[src/rtl/serial_add_sub.sv]
// Bit-serial adder/subtractor: one full-add/full-sub slice, LSB first.
// Ports: clk, rst_n, start/op/a/b in; busy/done/result/cout (+ovf if SERIAL_ADD_SUB_OVF_EN) out.
module serial_add_sub #(
  parameter int WIDTH = 8
) (
  input  logic             clk,
  input  logic             rst_n,
  input  logic             start,
  input  logic             op,
  input  logic [WIDTH-1:0] a,
  input  logic [WIDTH-1:0] b,
  output logic             busy,
  output logic             done,
  output logic [WIDTH-1:0] result,
  output logic             cout
`ifdef SERIAL_ADD_SUB_OVF_EN
  ,
  output logic             ovf
`endif
);

  localparam int CW = $clog2(WIDTH);

  typedef enum logic [1:0] {
    S_IDLE,
    S_RUN,
    S_DONE
  } state_t;

  state_t           state_q;
  logic [WIDTH-1:0] a_q;
  logic [WIDTH-1:0] b_q;
  logic [WIDTH-1:0] acc_q;
  logic [WIDTH-1:0] acc_d;
  logic [WIDTH-1:0] result_q;
  logic [CW-1:0]    cnt_q;
  logic             op_q;
  logic             c_q;
  logic             c_d;
  logic             d_bit;
  logic             ai;
  logic             bi;
  logic             last;
  logic             accept;
  logic             busy_q;
  logic             done_q;
  logic             cout_q;
`ifdef SERIAL_ADD_SUB_OVF_EN
  logic             ovf_q;
`endif

  always_comb begin
    ai     = a_q[0];
    bi     = b_q[0];
    d_bit  = ai ^ bi ^ c_q;
    // Borrow form for subtract, carry form for add.
    c_d    = op_q ? ((~ai & bi) | (~(ai ^ bi) & c_q))
                  : ((ai & bi) | (c_q & (ai ^ bi)));
    acc_d  = {d_bit, acc_q[WIDTH-1:1]};
    last   = (cnt_q == CW'(WIDTH - 1));
    accept = start && (state_q != S_RUN);
  end

  always_ff @(posedge clk or negedge rst_n) begin
    if (!rst_n) begin
      state_q  <= S_IDLE;
      a_q      <= '0;
      b_q      <= '0;
      acc_q    <= '0;
      result_q <= '0;
      cnt_q    <= '0;
      op_q     <= 1'b0;
      c_q      <= 1'b0;
      busy_q   <= 1'b0;
      done_q   <= 1'b0;
      cout_q   <= 1'b0;
`ifdef SERIAL_ADD_SUB_OVF_EN
      ovf_q    <= 1'b0;
`endif
    end else if (accept) begin
      state_q <= S_RUN;
      a_q     <= a;
      b_q     <= b;
      op_q    <= op;
      c_q     <= 1'b0;
      cnt_q   <= '0;
      acc_q   <= '0;
      busy_q  <= 1'b1;
      done_q  <= 1'b0;
    end else begin
      unique case (state_q)
        S_RUN: begin
          a_q   <= a_q >> 1;
          b_q   <= b_q >> 1;
          acc_q <= acc_d;
          c_q   <= c_d;
          cnt_q <= cnt_q + 1'b1;
          if (last) begin
            state_q  <= S_DONE;
            result_q <= acc_d;
            cout_q   <= c_d;
`ifdef SERIAL_ADD_SUB_OVF_EN
            // Carry into MSB differs from carry out of MSB.
            ovf_q    <= c_q ^ c_d;
`endif
            busy_q   <= 1'b0;
            done_q   <= 1'b1;
          end
        end
        S_DONE: begin
          state_q <= S_IDLE;
          done_q  <= 1'b0;
        end
        default: begin
          state_q <= S_IDLE;
          done_q  <= 1'b0;
        end
      endcase
    end
  end

  assign busy   = busy_q;
  assign done   = done_q;
  assign result = result_q;
  assign cout   = cout_q;
`ifdef SERIAL_ADD_SUB_OVF_EN
  assign ovf    = ovf_q;
`endif

endmodule

[config.mk]
export PLATFORM = sky130hd
export DESIGN_NAME = serial_add_sub
export DESIGN_NICKNAME = d
export VERILOG_FILES = /design/src/rtl/serial_add_sub.sv
export SDC_FILE = /design/constraint.sdc
export NUM_CORES = 1
export LEC_CHECK = 0
export CAP_MARGIN = 10
export CELL_PAD_IN_SITES_DETAIL_PLACEMENT = 0
export CELL_PAD_IN_SITES_GLOBAL_PLACEMENT = 1
export CORE_MARGIN = 2
export CORE_UTILIZATION = 40
export CTS_BUF_LIST = sky130_fd_sc_hd__clkbuf_4 sky130_fd_sc_hd__clkbuf_8 sky130_fd_sc_hd__clkbuf_16
export CTS_CLUSTER_DIAMETER = 120
export DETAILED_ROUTE_END_ITERATION = 16
export PLACE_DENSITY = 0.78
export SLEW_MARGIN = 15
export SYNTH_ARGS = -nofsm -noshare
export SYNTH_HDL_FRONTEND = slang
export SYNTH_SLANG_ARGS = --single-unit
[constraint.sdc]
create_clock -name clk -period 3.02 [get_ports clk]
set_clock_uncertainty 0.05 [all_clocks]
set_input_delay 0.302 -clock clk [delete_from_list [all_inputs] [get_ports clk]]
set_output_delay 0.302 -clock clk [all_outputs]
set_load 0.05 [all_outputs]
* Word level (Yosys, flattened, before mapping)
Cells that the tools add are included.
** Storage, ports and cells
- Flip-flop bits (word level) :: 42
- Input port bits :: 20
- Output and inout bits :: 11
- Word-level logic and storage cells :: 52
** Cells by class
- $add $sub $neg :: 1
- Equality and inequality tests :: 4
- Multiplexer cells :: 20
- Bitwise operators :: 11
- Reductions and logical operators :: 5
** Operators by type and width (number)
- $mux 8 :: 6
- $mux 1 :: 9
- $mux 2 :: 3
- $mux 3 :: 2
- $and 1x1->1 :: 4
- $reduce_bool 2->1 :: 2
- $add 3x1->3 const B :: 1
- $eq 3x3->1 const B :: 1
- $ne 3x3->1 const B :: 1
- $not 1->1 :: 3
- $reduce_and 3->1 :: 1
- $eq 2x1->1 const B :: 1
- $ne 2x1->1 const B :: 1
- $or 1x1->1 :: 2
- $reduce_and 2->1 :: 1
- $xor 1x1->1 :: 2
- $logic_and 1x1->1 :: 1

* Logic depth before layout (Yosys ltp)
Gate-level depths: netlist (run 1).
- Depth in word-level cells :: 7
- Gate-level depth with buffers :: 6
- Gate-level depth less buffers :: 5

* Worst setup path after synthesis (run 1)
No wires, ideal clock.
- Kind :: register -> register
- Start :: reg state_q[1]
- End :: reg result_q[2] (netlist: result[2])
- Setup time :: 0.125 ns
- Arrival :: 1.311 ns
- Data required time :: 2.845 ns
- Slack :: 1.535 ns
- Cell stages (with the launch flop) :: 4
- Path buffers :: 1
- Clock period less this slack :: 1.485 ns
- Cell sequence :: dfrtp_1 nand3b_4 buf_6 mux2_2
** Between the ends
- Longest elaborated chain between the ends :: 4
- Elaborated cells on any way between the ends :: 5
- Those cells by class :: eq/ne: 2; bitwise: 1; reduce/logical: 2
** Ends and longest elaborated chain
- from (decl) :: line 30 : state_t state_q;
- from (signal assigned) :: line 66 : state_q <= S_IDLE;
- from (signal assigned) :: line 81 : state_q <= S_RUN;
- from (signal assigned) :: line 99 : state_q <= S_DONE;
- $ne 2x1->1 :: line 61 : accept = start && (state_q != S_RUN);
- $logic_and 1x1->1 :: line 61
- $not 1->1 (no source line)
- $reduce_and 3->1 (no source line) *
- to (signal assigned) :: line 70 : result_q <= '0;
- to (signal assigned) :: line 100 : result_q <= acc_d;
- to (decl) :: line 35 : logic [WIDTH-1:0] result_q;
Every way passes the cells marked *; elsewhere a longest branch is shown, timed or not.
A chain may end at the register's enable or synchronous reset.

==> out/metrics.cfg, run 1 <==
[finish]
area_growth_pct = 22.56
drive_gt1_share_pct = 11.05
fin_nets = 205
diodes = 0

[worst_setup_path]
path_max_fanout = 4
cp-start-kind = flip-flop
slowest_stage = clkdlybuf4s50_1
critical_path.max_stage_delay_ns = 0.82
path_buf_inv = 1
cp.required_ns = 2.67
crit_chain = clkdlybuf4s50_1
path_delay_family = buffers and inverters
r2r_slack_ns = 1.43
critPathKind = flip-flop to output port
arrival_ns = 1.50
cp-end-kind = output port

[flow_run]
cap_viol_max_count = 0

[pwr]
vdd_drop_max_mv = 0.3520
p_per_area_mw_per_mm2 = 1004
p_total_uw = 2156
leakage_uw = 0.001021

[placement]
place.gp.congestion = 0.6938
hpwl_um = 2025
port-buffer-count = 30
dp_slack_ns = 1.344

[sta]
relSlewSlack_pct = 41.30
finalHoldViolCount = 0
fmax_ghz = 0.5391
maxSlewViolCount = 0
rsz0062_at_grt = no
tns_ns = 0
worstMarginPinSlew_ns = 0.8805
layout_min_cycle_time_ns = 1.855
finalSetupViolations = 0
timing.final.ws_setup_ns = 1.165
period_share_pct = 61.42

[floorplanning]
dieArea_mm2 = 0.004928
die_w_um = 70.20
core_region_area_mm2 = 0.004294
initial_core_util_pct = 40.82
rows = 24
die_y_um = 70.20
io_pins = 31

[global_route]
globalRouteOverflowTotal = 0
grt_use_met3_pct = 5.195
antenna_found_initial = 0
grt-busiest-layer = met2
grt_max_degree = 41
gr-usage-met1_pct = 17.06
grt_pass1_vias = 1192
grt_pass1_wl_um = 5313
grtUsageTotal_pct = 13.90
met2_usage_pct = 22.12

[cts]
cts_resized = 0
cts_buffer_depth = 2
insertion_delay_ns = 0.29
clkSinkCount = 40
htree_num_levels = 2
numCtsBuffers = 5
cts_hold_buf = 0
cts_tree = built
clk_pin_slew_worst_paths_ns = 0.07
post-cts-setup-buffer-count = 0
cts_root_buffer = clkbuf_8

[synth]
yosys_warnings = 0
ys_types = 18
synth_area_mm2 = 0.001753
ys_ff_latch = 40
avgSynthCellArea_um2 = 11.61
syn_nets = 175
syn_inst = 151
ys_seq_area_share_pct = 57.10

[hold_path]
hold_class = input pin to async pin

[route]
wire_per_inst_um = 12.59
drt_iter0_markers = 53
drt.antenna.violating_nets = 0
drt-total-wl_um = 2934
drc = 0
drt-pass1-iter-count = 4
viasPerCell = 4.863
vias = 1133

[outcome]
status = completed

==> cell usage after synthesis (all sizes together) <==
cell	n	share of area, %
a21oi	1	0.29
and2b	1	0.43
buf	8	3.3
clkbuf	1	0.21
dfrtp	40	57
fa	2	2.3
ha	2	1.4
inv	2	0.43
mux2	9	5.8
mux2i	17	9.7
nand2	33	7.1
nand2b	1	0.36
nand3b	11	5.4
nor2	5	1.1
o21ai	18	5.1
==> flip-flops by register name (all words and copies together), names as in the netlist <==
name,cells
acc_q,7
busy,1
op_q,1
cout,1
c_q,1
a_q,8
result,8
b_q,8
cnt_q,3
state_q,2
==> layout by cell type (no fill, tap or decap), types with 5 or more instances in the layout <==
cell type / n
dfrtp_1: 40
clkdlybuf4s50_1: 29
nand3b_1: 10
clkbuf_8: 5
mux2_2: 9
o21ai_0: 18
mux2i_1: 17
nand2_1: 33
nor2_1: 5
==> cells by family (layout without fill, tap and decap cells) <==
family | count (synthesis) | in the layout | synth area share [%]
adders and majority gates | 4 | 4 | 3.711
buffers and inverters | 11 | 41 | 3.925
and+or+nand+nor | 51 | 51 | 14.35
AOI/OAI and AO/OA | 19 | 19 | 5.425
muxes | 26 | 26 | 15.49
DFF | 40 | 40 | 57.10
==> layout make-up <==
class	instances	area, µm²
clock inverter	1	5.005
tap	52	65.06
timing repair buffer	32	310.3
inverter	2	7.507
sequential	40	1001
fill	385	2146
clock buffer	6	76.32
multi-input combinational	100	683.2
==> where the power goes <==
part           leakage, µW  total (µW)  switching [µW]  internal, µW
logic             0.000461         899             553           346
registers         0.000515         920             147           773
clock network    0.0000445         337             171           166
total              0.00102        2160             871          1280
==> worst paths after layout <==
path | startpoint | endpoint | cells past startpoint
worst max-delay path | state_q[1] | done | 1
worst min-delay path | rst_n | result[3] | 1
worst max register to register | state_q[1] | b_q[6] | 3
worst min register to register | result[7] | result[7] | 2
max in group asynchronous | rst_n | a_q[1] | 1
min in group clk | result[7] | result[7] | 2
==> per-stage QoR <==
step           hold slack, ns  cell area, µm²  std cells  utilization [%]
2_1_floorplan        -0.04359            1753        151                -
5_1_grt                0.1596            2148        233            50.03
3_5_place_dp           0.4152            2067        226            48.14
3_3_place_gp           0.4105            2067        226            48.14
4_1_cts                0.1097            2148        233            50.03
6_report              0.07870            2148        233            50.03
==> layer usage <==
metal / vias up / wire (µm)
met5: - / 0
met2: 29 / 1304
met1: 537 / 1406
met4: 0 / 55
met3: 7 / 168
li1: 560 / -
Note: power is estimated with default switching activity, not from simulation.
==> inputs of run 2 (changes only) <==
--- a/config.mk
+++ b/config.mk
@@ -9,11 +9,11 @@
 export CELL_PAD_IN_SITES_DETAIL_PLACEMENT = 0
 export CELL_PAD_IN_SITES_GLOBAL_PLACEMENT = 1
 export CORE_MARGIN = 2
-export CORE_UTILIZATION = 40
+export CORE_UTILIZATION = 37
 export CTS_BUF_LIST = sky130_fd_sc_hd__clkbuf_4 sky130_fd_sc_hd__clkbuf_8 sky130_fd_sc_hd__clkbuf_16
 export CTS_CLUSTER_DIAMETER = 120
 export DETAILED_ROUTE_END_ITERATION = 16
-export PLACE_DENSITY = 0.78
+export PLACE_DENSITY = 0.76
 export SLEW_MARGIN = 15
 export SYNTH_ARGS = -nofsm -noshare
 export SYNTH_HDL_FRONTEND = slang
==> constraint.sdc (replaced) <==
create_clock -name clk -period 1.7 [get_ports clk]
set_clock_uncertainty 0.05 [all_clocks]
set_input_delay 0.17 -clock clk [delete_from_list [all_inputs] [get_ports clk]]
set_output_delay 0.17 -clock clk [all_outputs]
set_load 0.05 [all_outputs]
==> run 2 against run 1 <==
Non-clock buffer count rose by 5. Clock-buffer cell count shrank 1. Global-route usage shrank 0.12 points. Wire length increased by 11%. Critical endpoint is now result[4]. Critical path depth up 3. Power increased by 81%. Combinational power is 82% higher. Clock power up 85%. Highest routed layer unchanged. Worst hold slack improved by 0.30 ns. Die area increased by 7.6%. Final cell count grew 3.4%. Via count up 5.1%.
==> out/metrics.cfg, run 2 (synthesized netlist as in run 1, its figures left out) <==
[floorplanning]
core_region_area_mm2 = 0.004629
io_pins = 31
dieArea_mm2 = 0.005304
die_y_um = 72.83
initial_core_util_pct = 37.86
rows = 25
die_w_um = 72.83

[finish]
fin_nets = 210
final_cell_mix = 40 x dfrtp_1, 33 x nand2_1, 18 x o21ai_0, 18 x clkdlybuf4s50_1, 17 x mux2i_1
final_cells = 241
area_growth_pct = 24.77
drive_gt1_share_pct = 18.72
final_common_cell = dfrtp_1
diodes = 0

[pwr]
switchingPower_uw = 1629
p_per_area_mw_per_mm2 = 1789
p_clk_share_pct = 16.0
swShare_pct = 41.64
leakage_uw = 0.001082
intPower_uw = 2283
comb_power_share_pct = 41.9
vdd_drop_max_mv = 0.6266
power.share.sequential_pct = 42.1

[sta]
finalHoldViolCount = 0
rsz0062_at_grt = no
maxSlewViolCount = 0
finalSetupViolations = 0
fmax_ghz = 0.6711
tns_ns = 0
relSlewSlack_pct = 57.13
layout_min_cycle_time_ns = 1.490
holdWs_ns = 0.3805
period_share_pct = 87.66
worstMarginPinSlew_ns = 0.6431

[cts]
cts_buffer_depth = 2
post-cts-setup-buffer-count = 0
insertion_delay_ns = 0.30
clkSinkCount = 40
htree_num_levels = 2
cts_tree = built
clk_pin_slew_worst_paths_ns = 0.09
numCtsBuffers = 5
cts_root_buffer = clkbuf_8

[route]
vias = 1191
wire_per_inst_um = 13.51
drt-pass1-iter-count = 4
drt.antenna.violating_nets = 0
viasPerCell = 4.942
drc = 0
drt_iter0_markers = 129
drt-total-wl_um = 3256

[worst_setup_path]
cp.required_ns = 1.82
path_max_fanout = 12
arrival_ns = 1.61
reg2reg_depth = 4
cp-end-kind = flip-flop
critPathKind = flip-flop to flip-flop
cp-start-kind = flip-flop

[global_route]
globalRouteOverflowTotal = 0
grt_max_degree = 30
grtUsageTotal_pct = 13.78
antenna_found_initial = 0
grt_pass1_vias = 1190
grt_pass1_wl_um = 5540

[hold_path]
hold_class = input pin to async pin

[placement]
dp_cells = 232
hpwl_um = 2362
place.gp.congestion = 0.7407
port-buffer-count = 30

[flow_run]
cap_viol_max_count = 0

[outcome]
status = completed

## run 2: per-stage QoR
step / total power, µW / setup slack, ns / area (µm²) / util [%]
3_5_place_dp: 3342 / 0.2111 / 2087 / 45.08
3_3_place_gp: 3250 / 0.2587 / 2087 / 45.08
6_report: 3913 / 0.2098 / 2187 / 47.24
2_1_floorplan: 2830 / 0.2147 / 1753 / -
5_1_grt: 4220 / 0.1577 / 2187 / 47.24
4_1_cts: 3976 / 0.02808 / 2185 / 47.19
## run 2: layout make-up
cell class                      instances  area [µm²]
Clock inverter                          3       18.77
Multi-Input combinational cell        100       683.2
Clock buffer                            5       68.82
Inverter                                2       7.507
Tap cell                               54       67.56
Sequential cell                        40        1001
Fill cell                             447        2442
Timing Repair Buffer                   37       340.3
## run 2: worst max-delay path, stage by stage (launching register included)
cell      delay [ns]
dfrtp_1         0.39
ha_1            0.20
ha_1            0.21
nand3b_4        0.16
mux2_2          0.35
## run 2: power groups by stage
| stage | sequential (µW) | combinational, µW | clock [µW] |
|---|---|---|---|
| 2_1_floorplan | 2000 | 834 | 0 |
| 3_3_place_gp | 1650 | 1600 | 0 |
| 3_5_place_dp | 1670 | 1670 | 0 |
| 4_1_cts | 1660 | 1670 | 646 |
| 5_1_grt | 1720 | 1810 | 693 |
| 6_report | 1650 | 1640 | 625 |
## run 2: path summary, 6_finish.rpt
| check | from | end | slack, ns |
|---|---|---|---|
| worst min register to register | a_q[4] | a_q[3] | 0.43 |
| min in group clk | a_q[4] | a_q[3] | 0.43 |
| worst min-delay path | rst_n | result[3] | 0.38 |
| worst max register to register | cnt_q[0] | result[4] | 0.21 |
| max in group asynchronous | rst_n | a_q[1] | 0.66 |
| worst max-delay path | cnt_q[0] | result[4] | 0.21 |
## run 2: per-layer routing
layer  vias to the layer above  part of all wire, %  global-route usage [%]
met1                       580                   47                   18.07
met2                        30                   47                   21.82
met4                         0                 0.74                   3.704
li1                        578                    -                       -
met5                         -                    0                       0
met3                         3                  5.4                   4.834
## run 2: repair_timing
action	CTS	global route
hold buffers	1	0
hold endpoints to repair	27	0
resized for setup	0	1
setup endpoints to repair	0	1
==> inputs of run 3 (changes only) <==
--- a/config.mk
+++ b/config.mk
@@ -5,7 +5,8 @@
 export SDC_FILE = /design/constraint.sdc
 export NUM_CORES = 1
 export LEC_CHECK = 0
-export CAP_MARGIN = 10
+export ABC_AREA = 0
+export CAP_MARGIN = 5
 export CELL_PAD_IN_SITES_DETAIL_PLACEMENT = 0
 export CELL_PAD_IN_SITES_GLOBAL_PLACEMENT = 1
 export CORE_MARGIN = 2
@@ -13,6 +14,7 @@
 export CTS_BUF_LIST = sky130_fd_sc_hd__clkbuf_4 sky130_fd_sc_hd__clkbuf_8 sky130_fd_sc_hd__clkbuf_16
 export CTS_CLUSTER_DIAMETER = 120
 export DETAILED_ROUTE_END_ITERATION = 16
+export GPL_TIMING_DRIVEN = 1
 export PLACE_DENSITY = 0.76
 export SLEW_MARGIN = 15
 export SYNTH_ARGS = -nofsm -noshare
==> results of run 3 <==
Same layout as run 2: the final DEF is identical, and so are final timing and power.
